$ cat src/rtl/priority_decoder_38_pkg.sv
// Shared constants, FSM state type and code-to-select helper for priority_decoder_38.
package priority_decoder_38_pkg;
  localparam int CODE_W = 3;
  localparam int Y_W    = 8;

  typedef enum logic [1:0] {
    IDLE  = 2'd0,
    PULSE = 2'd1,
    GAP   = 2'd2
  } state_e;

  function automatic logic [Y_W-1:0] onehot(input logic [CODE_W-1:0] c);
    logic [Y_W-1:0] r;
    r    = '0;
    r[c] = 1'b1;
    return r;
  endfunction
endpackage

$ cat src/rtl/priority_decoder_38_fifo.sv
// Synchronous FIFO buffering incoming codes; power-of-two depth so pointers wrap naturally.
module priority_decoder_38_fifo
  import priority_decoder_38_pkg::*;
#(
  parameter int FIFO_DEPTH = 4,
  parameter int WIDTH      = CODE_W
) (
  input  logic                          clk,
  input  logic                          rst,
  input  logic                          push_i,
  input  logic [WIDTH-1:0]              wdata_i,
  input  logic                          pop_i,
  output logic [WIDTH-1:0]              rdata_o,
  output logic                          full_o,
  output logic                          empty_o,
  output logic [$clog2(FIFO_DEPTH):0]   level_o
);
  localparam int PTR_W = $clog2(FIFO_DEPTH);
  localparam int LVL_W = PTR_W + 1;

  logic [WIDTH-1:0] mem_q [FIFO_DEPTH];
  logic [PTR_W-1:0] wr_ptr_q, wr_ptr_d;
  logic [PTR_W-1:0] rd_ptr_q, rd_ptr_d;
  logic [LVL_W-1:0] level_q, level_d;
  logic             do_push, do_pop;

  assign full_o  = (level_q == LVL_W'(FIFO_DEPTH));
  assign empty_o = (level_q == '0);
  assign level_o = level_q;
  assign rdata_o = mem_q[rd_ptr_q];

  assign do_push = push_i && !full_o;
  assign do_pop  = pop_i && !empty_o;

  always_comb begin
    wr_ptr_d = wr_ptr_q;
    rd_ptr_d = rd_ptr_q;
    level_d  = level_q;
    if (do_push) wr_ptr_d = wr_ptr_q + 1'b1;
    if (do_pop)  rd_ptr_d = rd_ptr_q + 1'b1;
    // A simultaneous push and pop leaves occupancy unchanged.
    if (do_push && !do_pop)      level_d = level_q + 1'b1;
    else if (do_pop && !do_push) level_d = level_q - 1'b1;
  end

  always_ff @(posedge clk) begin
    if (rst) begin
      wr_ptr_q <= '0;
      rd_ptr_q <= '0;
      level_q  <= '0;
    end else begin
      wr_ptr_q <= wr_ptr_d;
      rd_ptr_q <= rd_ptr_d;
      level_q  <= level_d;
    end
  end

  always_ff @(posedge clk) begin
    if (do_push) mem_q[wr_ptr_q] <= wdata_i;
  end
endmodule

$ cat src/rtl/priority_decoder_38.sv
// Buffered 3-to-8 decoder replaying codes as timed one-hot strobes with a one-cycle gap.
// Define PRIORITY_DECODER_38_CODE0_NULL_EN to discard code 0 as "no line asserted".
module priority_decoder_38
  import priority_decoder_38_pkg::*;
#(
  parameter int PULSE_W    = 2,
  parameter int FIFO_DEPTH = 4
) (
  input  logic                         clk,
  input  logic                         rst,
  input  logic [CODE_W-1:0]            code,
  input  logic                         code_valid,
  output logic                         code_ready,
  output logic [Y_W-1:0]               y,
  output logic                         busy,
  output logic [$clog2(FIFO_DEPTH):0]  level
);
  localparam int CNT_W = $clog2(PULSE_W + 1);

  state_e            state_q, state_d;
  logic [CNT_W-1:0]  cnt_q, cnt_d;
  logic [Y_W-1:0]    y_q, y_d;
  logic              full, empty, pop, null_code;
  logic [CODE_W-1:0] head;

  assign code_ready = !rst && !full;

  priority_decoder_38_fifo #(
    .FIFO_DEPTH (FIFO_DEPTH),
    .WIDTH      (CODE_W)
  ) u_fifo (
    .clk     (clk),
    .rst     (rst),
    .push_i  (code_valid && code_ready),
    .wdata_i (code),
    .pop_i   (pop),
    .rdata_o (head),
    .full_o  (full),
    .empty_o (empty),
    .level_o (level)
  );

`ifdef PRIORITY_DECODER_38_CODE0_NULL_EN
  assign null_code = (head == '0);
`else
  assign null_code = 1'b0;
`endif

  always_comb begin
    state_d = state_q;
    cnt_d   = cnt_q;
    y_d     = y_q;
    pop     = 1'b0;
    unique case (state_q)
      IDLE, GAP: begin
        y_d     = '0;
        state_d = IDLE;
        // A null code is consumed without a strobe or a trailing gap.
        if (!empty) begin
          pop = 1'b1;
          if (!null_code) begin
            y_d     = onehot(head);
            cnt_d   = CNT_W'(PULSE_W - 1);
            state_d = PULSE;
          end
        end
      end
      PULSE: begin
        if (cnt_q == '0) begin
          y_d     = '0;
          state_d = GAP;
        end else begin
          cnt_d = cnt_q - 1'b1;
        end
      end
      default: begin
        y_d     = '0;
        state_d = IDLE;
      end
    endcase
  end

  always_ff @(posedge clk) begin
    if (rst) begin
      state_q <= IDLE;
      cnt_q   <= '0;
      y_q     <= '0;
    end else begin
      state_q <= state_d;
      cnt_q   <= cnt_d;
      y_q     <= y_d;
    end
  end

  assign y    = y_q;
  assign busy = (state_q != IDLE) || !empty;
endmodule

$ cat config.mk
export PLATFORM = sky130hd
export DESIGN_NAME = priority_decoder_38
export DESIGN_NICKNAME = d
export VERILOG_FILES = /design/src/rtl/priority_decoder_38_pkg.sv /design/src/rtl/priority_decoder_38_fifo.sv /design/src/rtl/priority_decoder_38.sv
export SDC_FILE = /design/constraint.sdc
export NUM_CORES = 1
export LEC_CHECK = 0
export ABC_CLOCK_PERIOD_IN_PS = 3400
export BUFFER_PORTS_ARGS = -buffer_cell sky130_fd_sc_hd__buf_2
export CORE_MARGIN = 4
export CORE_UTILIZATION = 55
export CTS_CLUSTER_DIAMETER = 40
export DETAILED_ROUTE_END_ITERATION = 8
export MAX_ROUTING_LAYER = met4
export PLACE_DENSITY = 0.77
export SYNTH_ARGS = -nofsm -noshare
export SYNTH_HDL_FRONTEND = slang
export SYNTH_HIERARCHICAL = 1
export SYNTH_SLANG_ARGS = --single-unit
export TNS_END_PERCENT = 20
$ cat constraint.sdc
create_clock -name clk -period 3.4 [get_ports clk]
set_clock_uncertainty 0.15 [all_clocks]
set_input_delay 0.85 -clock clk [delete_from_list [all_inputs] [get_ports clk]]
set_output_delay 0.85 -clock clk [all_outputs]
set_load 0.005 [all_outputs]
After elaboration in Yosys (flattened, before gate mapping)
Memories as Yosys holds them, arrays and structs flattened. A register that Yosys moved wholly into a read port is not among the register bits.
Index checks and enable logic that the tools add are counted.

cells by class
  add/sub/neg operators = 5
  $lt $le $gt $ge = 2
  equality and inequality tests = 6
  muxes and demuxes = 19
  reduce and logical (&&, ||, !) cells = 21

operators by type and width
  kind                   number
  $mux W8                2
  $pmux W8 S2            1
  $mux W2                5
  $pmux W2 S2            2
  $logic_and A1 B1 Y1    7
  $mux W1                6
  $mux W3                2
  $ne A2 B2 Y1 const B   3
  $reduce_bool A2 Y1     3
  $logic_not A1 Y1       5
  $add A2 B1 Y2 const B  2
  $logic_not A2 Y1       2
  $lt A3 B4 Y1 const B   1
  $add A3 B1 Y3 const B  1
  $demux W1 S3           1
  $eq A3 B3 Y1 const B   1
  $ge A3 B1 Y1 const B   1
  $logic_not A3 Y1       1
  $reduce_and A3 Y1      1
  $sub A3 B1 Y3 const B  1
  $eq A2 B1 Y1 const B   1
  $eq A2 B2 Y1 const B   1
  $reduce_or A2 Y1       1
  $sub A2 B1 Y2 const B  1
  $logic_or A1 B1 Y1     1

storage, ports and cells
  register bits after elaboration = 19
  bits in writable memories = 12
  bits of input ports = 6
  output and inout port bits = 13
  logic and storage cells = 60
  memories kept = 1

memory list
  name          words  bits a word  rd ports  clocked after memory_dff  wr ports  RTL line                        RTL
  u_fifo.mem_q  4      3            1         1                         1         priority_decoder_38_fifo.sv:21  logic [WIDTH-1:0] mem_q [FIFO_DEPTH];

Depth between registers and ports, before layout
Gate-level depths: netlist of the first run.

  word-level depth = 9
  depth in mapped cells = 11
  depth with buffers taken out = 11

Modules after synthesis
Netlist of the first run, hierarchy kept.

modules (own cells, without submodules)
  module                    times used  cells each  area an instance (µm²)  sequential area each (µm²)
  priority_decoder_38_fifo  1           63          904.6                   540.5
  priority_decoder_38       1           47          526.8                   240.2

Least setup slack after synthesis of the first run
OpenSTA, ideal clock, no wires.

  path kind = input port to flip-flop
  from = input port rst
  to = register u_fifo.level_q[2] (netlist: u_fifo/level_o[2])
  setup time = 0.070 ns
  data arrival time = 2.728 ns
  data required time = 3.180 ns
  path slack = 0.452 ns
  stages = 11
  path buffers = 1
  cells stage by stage = buf_2 > nor2_1 > and2_1 > inv_2 > nor2_2 > ha_1 > inv_1 > fa_1 > xor2_1 > or3_1 > a21oi_1

on the way
  longest elaborated chain between the ends = 7
  elaborated cells on any way between the ends = 9
  classes of those cells = mux: 1; reduce/logical: 8

RTL lines
  what                                 RTL line                        RTL
  start, declared                      priority_decoder_38.sv:10       input logic rst,
  $logic_not A1 Y1 *                   priority_decoder_38.sv:26       assign code_ready = !rst && !full;
  $logic_and A1 B1 Y1 *                priority_decoder_38.sv:26
  net code_ready                       priority_decoder_38.sv:13       output logic code_ready,
  $logic_and A1 B1 Y1 *                priority_decoder_38.sv:34       .push_i (code_valid && code_ready),
  $logic_and A1 B1 Y1 *                priority_decoder_38_fifo.sv:32  assign do_push = push_i && !full_o;
  net u_fifo.do_push                   priority_decoder_38_fifo.sv:25  logic do_push, do_pop;
  $logic_not A1 Y1                     priority_decoder_38_fifo.sv:43  else if (do_pop && !do_push) level_d = level_q - 1'b1;
  $logic_and A1 B1 Y1                  priority_decoder_38_fifo.sv:43
  $reduce_bool A2 Y1 (no source line)  -
  end signal, assigned                 priority_decoder_38_fifo.sv:54  level_q <= level_d;
  end, declared                        priority_decoder_38_fifo.sv:24  logic [LVL_W-1:0] level_q, level_d;

Mark *: on every way through the listed nets, which the timed path passes. The rest lies on a longest branch.
A chain may end at the register's enable or synchronous reset.

Worst setup path in the final report of the first run
  from = register u_fifo.level_q[0] (netlist: u_fifo/level_o[0])
  to = register u_fifo.level_q[2] (netlist: u_fifo/level_o[2])

on the way
  longest elaborated chain between the ends = 8
  elaborated cells on any way between the ends = 19
  classes of those cells = add/sub: 2; eq/ne: 1; mux: 4; reduce/logical: 12

RTL lines
  what                                 RTL line                                                   RTL
  $eq A3 B3 Y1 *                       priority_decoder_38_fifo.sv:27                             assign full_o = (level_q == LVL_W'(FIFO_DEPTH));
  net full                             priority_decoder_38.sv:23                                  logic full, empty, pop, null_code;
  $logic_not A1 Y1 *                   priority_decoder_38_fifo.sv:32, priority_decoder_38.sv:26
  $logic_and A1 B1 Y1                  priority_decoder_38.sv:26
  $logic_and A1 B1 Y1                  priority_decoder_38.sv:34
  $logic_and A1 B1 Y1 *                priority_decoder_38_fifo.sv:32
  net u_fifo.do_push                   priority_decoder_38_fifo.sv:25
  $logic_not A1 Y1                     priority_decoder_38_fifo.sv:43
  $logic_and A1 B1 Y1                  priority_decoder_38_fifo.sv:43
  $reduce_bool A2 Y1 (no source line)  -

Mark *: on every way through the listed nets, which the timed path passes. The rest lies on a longest branch. The select of a mux whose other input is x is not followed.

==> impl_metrics.toml, run 1 <==
[yosys]
synth_area_per_cell_um2 = 13.0
synthesis.yosys.warnings = 6
synth_area_leaders = "dfxtp_1 (29%), edfxtp_1 (25%), ha_1 (5.2%), mux4_2 (4.7%), a22o_1 (3.7%)"
synthArstFlopShare = 0
synth_edf_count = 12
synth-seq-area-share = 0.545
synth_top_flop_cell = "dfxtp_1"
syn-num-nets = 123
yosys-top-cells-count = "dfxtp_1 (21), edfxtp_1 (12), nor2_1 (10), a22o_1 (6), ha_1 (6)"
syn_inst = 110
synth_top_area_cell = "dfxtp_1"
synth_area_mm2 = 0.00143
ys_ff_latch = 33
synthMostInstantiatedCell = "dfxtp_1"
synth.distinct_cells = 36
synth_top_area_frac = 0.294

[clocking]
htree_levels = 2
post_cts_buffers = 0
cts.sinks = 33
numCtsBuffers = 5
cts_hold_buf = 0
cts_tree = "built"
cts_resized = 0
clkLatencyLatePin_ns = 0.32
cts_max_path_buffers = 2
clockRootBuffer = "clkbuf_4"
clk_pin_slew_worst_paths_ns = 0.09

[layout]
seqCellArea_um2 = 781
insertedDiodeCount = 0
fin_area_mm2 = 0.00160
fin_util = 0.647
nNetsFinal = 147
multi_input_area_um2 = 608
drive_above_1_share = 0.296
fillers = 197
syn_to_final_growth_pct = 12.1

[sta]
max_freq_ghz = 0.377
period_share = 0.779
slew-limit-headroom = 0.707
min_period_ns = 2.65
setup_viol = 0
fin_tns_setup_ns = 0
worst_slew_pin_slew_ns = 0.439
rsz0062_at_grt = "no"
final-hold-violation-count = 0
drv_slew = 0

[worst_setup_path]
worstRegToRegCells = 11
path_class = "reg -> reg"
cp_slowest_stage_delay_ns = 0.54
crit_buf_inv = 2
required_ns = 3.51
critical_path_peak_fanout = 7
worstPathCellList = "nor3b_4, nor2_1, and2_1, inv_2, nor2_2, ha_1, inv_1, fa_1, xor2_1, or3_1, a21oi_1"
reg2reg_from = "u_fifo/level_o[0]"
cp.arrival_ns = 2.76
critical_path_depth = 11
reg2reg_to = "u_fifo/level_o[2]"
critical_path.slowest_cell = "dfxtp_1"
cp-end-kind = "flop"
cp-start-kind = "flop"
critPathTopFamily = "simple AND/OR/NAND/NOR gates"
regToRegSetupSlack_ns = 0.75

[outcome]
outcome = "finished clean"

[worst_hold_path]
whs_endpoint = "y[2]"
worstHoldStart = "y[2]"
whs_path_depth = 1
hold_path.class = "reg -> reg"

[drt]
ant_nets = 0
drt_iter0_markers = 33
vias_per_cell = 5.35
vias = 883
dr.pass1.iters = 5
wl_per_cell_um = 13.2
remaining_drc_errors = 0
drt-total-wl_mm = 2.17

[global_route]
grt_pass1_vias = 898
grt-ovfl-total = 0
use_met3 = 0.0523
met1_usage = 0.162
met2_usage = 0.267
antenna_found_initial = 0
grt_usage = 0.159
grt_max_degree = 17
grt_pass1_wl_mm = 3.82
gr-max-usage-layer = "met2"

[power]
p_per_area_mw_per_mm2 = 693
peakVddDrop_v = 0.000559
total_power_mw = 1.11
leakage_nw = 0.632

[floorplanning]
die-area_mm2 = 0.00348
core_mm2 = 0.00248
die-width_um = 59.0
rows = 18
die_h_um = 59.0
io_pins = 19
start_util = 0.578

[placed_design]
place_area_mm2 = 0.00155
hpwl_mm = 1.68
numPortBuffers = 18
globalplace.congestion = 0.810

[run]
maxCapViolations = 0
power by group:
part	internal (mW)	switching, mW
registers	0.469	0.0776
clock network	0.0747	0.122
logic	0.180	0.189
cells by family (layout without fill, tap and decap cells):
family	after synthesis	count (layout)	synth area share
buffers and inverters	9	34	0.0297
adders and majority gates	7	7	0.0664
xor gates and xnor gates	5	5	0.0306
DFF	33	33	0.545
and+or+nand+nor	33	33	0.165
muxes	5	5	0.0612
AOI/OAI and AO/OA	18	18	0.101
layout by cell type (no fill, tap or decap), types with 2 or more instances in the layout:
master     n
or3_1      3
dfxtp_1   21
clkbuf_4   5
and2_1     5
edfxtp_1  12
buf_4      2
nor2_2     3
inv_1      5
a21oi_1    3
a32o_1     2
mux4_2     3
nor2b_1    2
nor2_1    10
xor2_1     4
clkinv_1   2
buf_2     18
mux2i_1    2
nand2b_1   2
o21ai_0    2
ha_1       6
a22o_1     6
per-stage QoR:
stage	hold WS (ns)	setup slack [ns]	instances
6_report	0.329	0.750	165
5_1_grt	0.363	0.585	165
4_1_cts	0.330	0.733	165
3_5_place_dp	0.308	0.416	157
3_3_place_gp	0.297	0.523	157
2_1_floorplan	0.316	0.452	110
metal layers:
metal	up-vias	wire, um
li1	446	-
met1	410	895
met2	23	1140
met3	4	97
met4	0	37
met5	-	0
state kept, by name, summed over array words and instances (netlist names), named ones only:
| register | count |
|---|---|
| cnt_q | 2 |
| state_q | 2 |
| u_fifo/level_o | 3 |
| u_fifo/mem_q | 12 |
| u_fifo/rd_ptr_q | 2 |
| u_fifo/wr_ptr_q | 2 |
| y | 8 |
how the worst max path moves through the flow:
stage / startpoint / endpoint / slack [ns]
after global routing: u_fifo/level_o[1] / u_fifo/level_o[2] / 0.59
after CTS: u_fifo/level_o[0] / u_fifo/level_o[2] / 0.73
after global placement: rst / u_fifo/level_o[2] / 0.52
final: u_fifo/level_o[0] / u_fifo/level_o[2] / 0.75
after floorplan: rst / u_fifo/level_o[2] / 0.45
after detailed placement: rst / u_fifo/level_o[2] / 0.42
area by class of cell:
type / count / share of cell area
Timing Repair Buffer: 20 / 0.0655
Clock inverter: 3 / 0.00780
Tap cell: 30 / 0.0234
Multi-Input combinational cell: 68 / 0.379
Inverter: 6 / 0.0140
Clock buffer: 5 / 0.0234
Sequential cell: 33 / 0.487
Note: power is estimated with default switching activity, not from simulation.
==> run 2: changes to the inputs <==
--- a/config.mk
+++ b/config.mk
@@ -5,14 +5,14 @@
 export SDC_FILE = /design/constraint.sdc
 export NUM_CORES = 1
 export LEC_CHECK = 0
-export ABC_CLOCK_PERIOD_IN_PS = 3400
+export ABC_CLOCK_PERIOD_IN_PS = 2200
 export BUFFER_PORTS_ARGS = -buffer_cell sky130_fd_sc_hd__buf_2
 export CORE_MARGIN = 4
-export CORE_UTILIZATION = 55
+export CORE_UTILIZATION = 50
 export CTS_CLUSTER_DIAMETER = 40
 export DETAILED_ROUTE_END_ITERATION = 8
 export MAX_ROUTING_LAYER = met4
-export PLACE_DENSITY = 0.77
+export PLACE_DENSITY = 0.73
 export SYNTH_ARGS = -nofsm -noshare
 export SYNTH_HDL_FRONTEND = slang
 export SYNTH_HIERARCHICAL = 1
==> constraint.sdc (replaced) <==
create_clock -name clk -period 2.2 [get_ports clk]
set_clock_uncertainty 0.15 [all_clocks]
set_input_delay 0.55 -clock clk [delete_from_list [all_inputs] [get_ports clk]]
set_output_delay 0.55 -clock clk [all_outputs]
set_load 0.005 [all_outputs]
==> impl_metrics.toml, run 2 (synthesized netlist as in run 1, its figures left out) <==
[outcome]
outcome = "finished, violations left"
violations = "setup timing"

[sta]
min_period_ns = 2.27
max_freq_ghz = 0.440
slew-limit-headroom = 0.752
whs_ns = 0.293
setup_viol = 1
final-hold-violation-count = 0
drv_slew = 0
fin_tns_setup_ns = -0.0715
setup_slack_ns = -0.0715
worst_slew_pin_slew_ns = 0.370
period_share = 1.03
rsz0062_at_grt = "yes"

[drt]
drt_iter0_markers = 33
vias_per_cell = 5.24
wl_per_cell_um = 13.2
remaining_drc_errors = 0
drt-total-wl_mm = 2.31
dr.pass1.iters = 4
vias = 917
ant_nets = 0

[power]
total_power_mw = 1.91
p_per_area_mw_per_mm2 = 1090
leakage_nw = 0.693
peakVddDrop_v = 0.000827

[layout]
insertedDiodeCount = 0
largest_reg_flops = 12
fin_cells = 175
drive_above_1_share = 0.410
regMostFlops = "u_fifo/mem_q"
syn_to_final_growth_pct = 22.1
nNetsFinal = 156
fin_util = 0.634
most-common-layout-cells = "dfxtp_1 (18), buf_2 (18), edfxtp_1 (12)"

[floorplanning]
rows = 19
start_util = 0.519
die-area_mm2 = 0.00378
die_h_um = 61.5
core_mm2 = 0.00276
die-width_um = 61.5
io_pins = 19

[clocking]
clockRootBuffer = "clkbuf_4"
cts_max_path_buffers = 2
cts.sinks = 33
clkLatencyLatePin_ns = 0.33
numCtsBuffers = 5
post_cts_buffers = 0
clk_pin_slew_worst_paths_ns = 0.10
cts_tree = "built"
cts_hold_buf = 0
htree_levels = 2

[worst_setup_path]
cp-start-kind = "flop"
required_ns = 2.31
cp.arrival_ns = 2.38
worstPathCellList = "nor3b_4, nor2_4, and2_4, inv_2, nor2_4, ha_4, inv_2, fa_2, xor2_1, or3_1, a21oi_2"
cp-end-kind = "flop"
reg2reg_from = "u_fifo/level_o[2]"
regToRegSetupSlack_ns = -0.07
reg2reg_to = "u_fifo/level_o[2]"
cp_slowest_stage_delay_ns = 0.35
critical_path.slowest_cell = "dfxtp_2"
path_class = "reg -> reg"
worstRegToRegCells = 11
critical_path_peak_fanout = 4

[run]
maxCapViolations = 0

[global_route]
grt_max_degree = 17
antenna_found_initial = 0
grt_pass1_wl_mm = 3.94
grt_usage = 0.151
grt_pass1_vias = 900
grt-ovfl-total = 0

[worst_hold_path]
hold_path.class = "in -> reg"
worstHoldStart = "code[0]"
whs_endpoint = "u_fifo/mem_q[3][0]"
whs_path_depth = 1

[placed_design]
globalplace.congestion = 0.806
place_inst = 167
numPortBuffers = 18
hpwl_mm = 1.76
==> run 2: cell count changes in the layout (fill, tap and decap cells not counted), moves of 2 or more <==
cell      previous run  this run
clkinv_1             2         0
clkbuf_1             0         2
nor2_4               0         2
dfxtp_1             21        18
dfxtp_4              0         2
buf_4                2        10
==> run 2: final cells by class <==
type	instances	area (um2)
flip-flops and latches	33	790
fillers	225	1010
repair buffers	29	185
inverters	6	22.5
well taps	31	38.8
multi-input cells	68	653
clock buffers	8	58.8
==> run 2: worst max-delay path, delay by kind of cell, from the launching register on <==
kind	cells	cell delay, ns
DFF	1	0.35
buffers and inverters	2	0.07
AOI/OAI and AO/OA	1	0.14
xor gates and xnor gates	1	0.16
and+or+nand+nor	5	0.87
adders and majority gates	2	0.48
==> run 2: routing by layer <==
layer,up-vias,global-route usage,part of all wire
met3,4,0.0503,0.053
met4,0,0.0909,0.0086
met2,18,0.235,0.50
li1,465,-,-
met5,-,-,0
met1,430,0.168,0.44
==> run 2: worst max path at each step <==
stage,start,end,slack (ns),cells past startpoint
after detailed placement,rst,u_fifo/level_o[2],-0.22,11
after CTS,u_fifo/level_o[2],u_fifo/level_o[2],-0.1,11
after global placement,rst,u_fifo/level_o[2],-0.13,11
final,u_fifo/level_o[2],u_fifo/level_o[2],-0.07,11
after global routing,u_fifo/level_o[2],u_fifo/level_o[2],-0.14,11
after floorplan,rst,u_fifo/level_o[2],-0.18,11
==> run 2: timing repair <==
item                       CTS  global route
setup endpoints to repair    2             2
pin swaps                    2             3
gates resized for setup      5             1
hold endpoints to repair     0             0
==> run 2: metrics by stage <==
step | setup slack (ns) | cell area, um2
after floorplan | -0.184 | 1470
after global placement | -0.126 | 1670
after detailed placement | -0.223 | 1670
after CTS | -0.0977 | 1740
after global routing | -0.142 | 1750
final | -0.0715 | 1750
==> run 2: power breakdown <==
group / switching [mW] / internal [mW]
registers: 0.0860 / 0.731
logic: 0.363 / 0.380
clock network: 0.189 / 0.158
total: 0.638 / 1.27
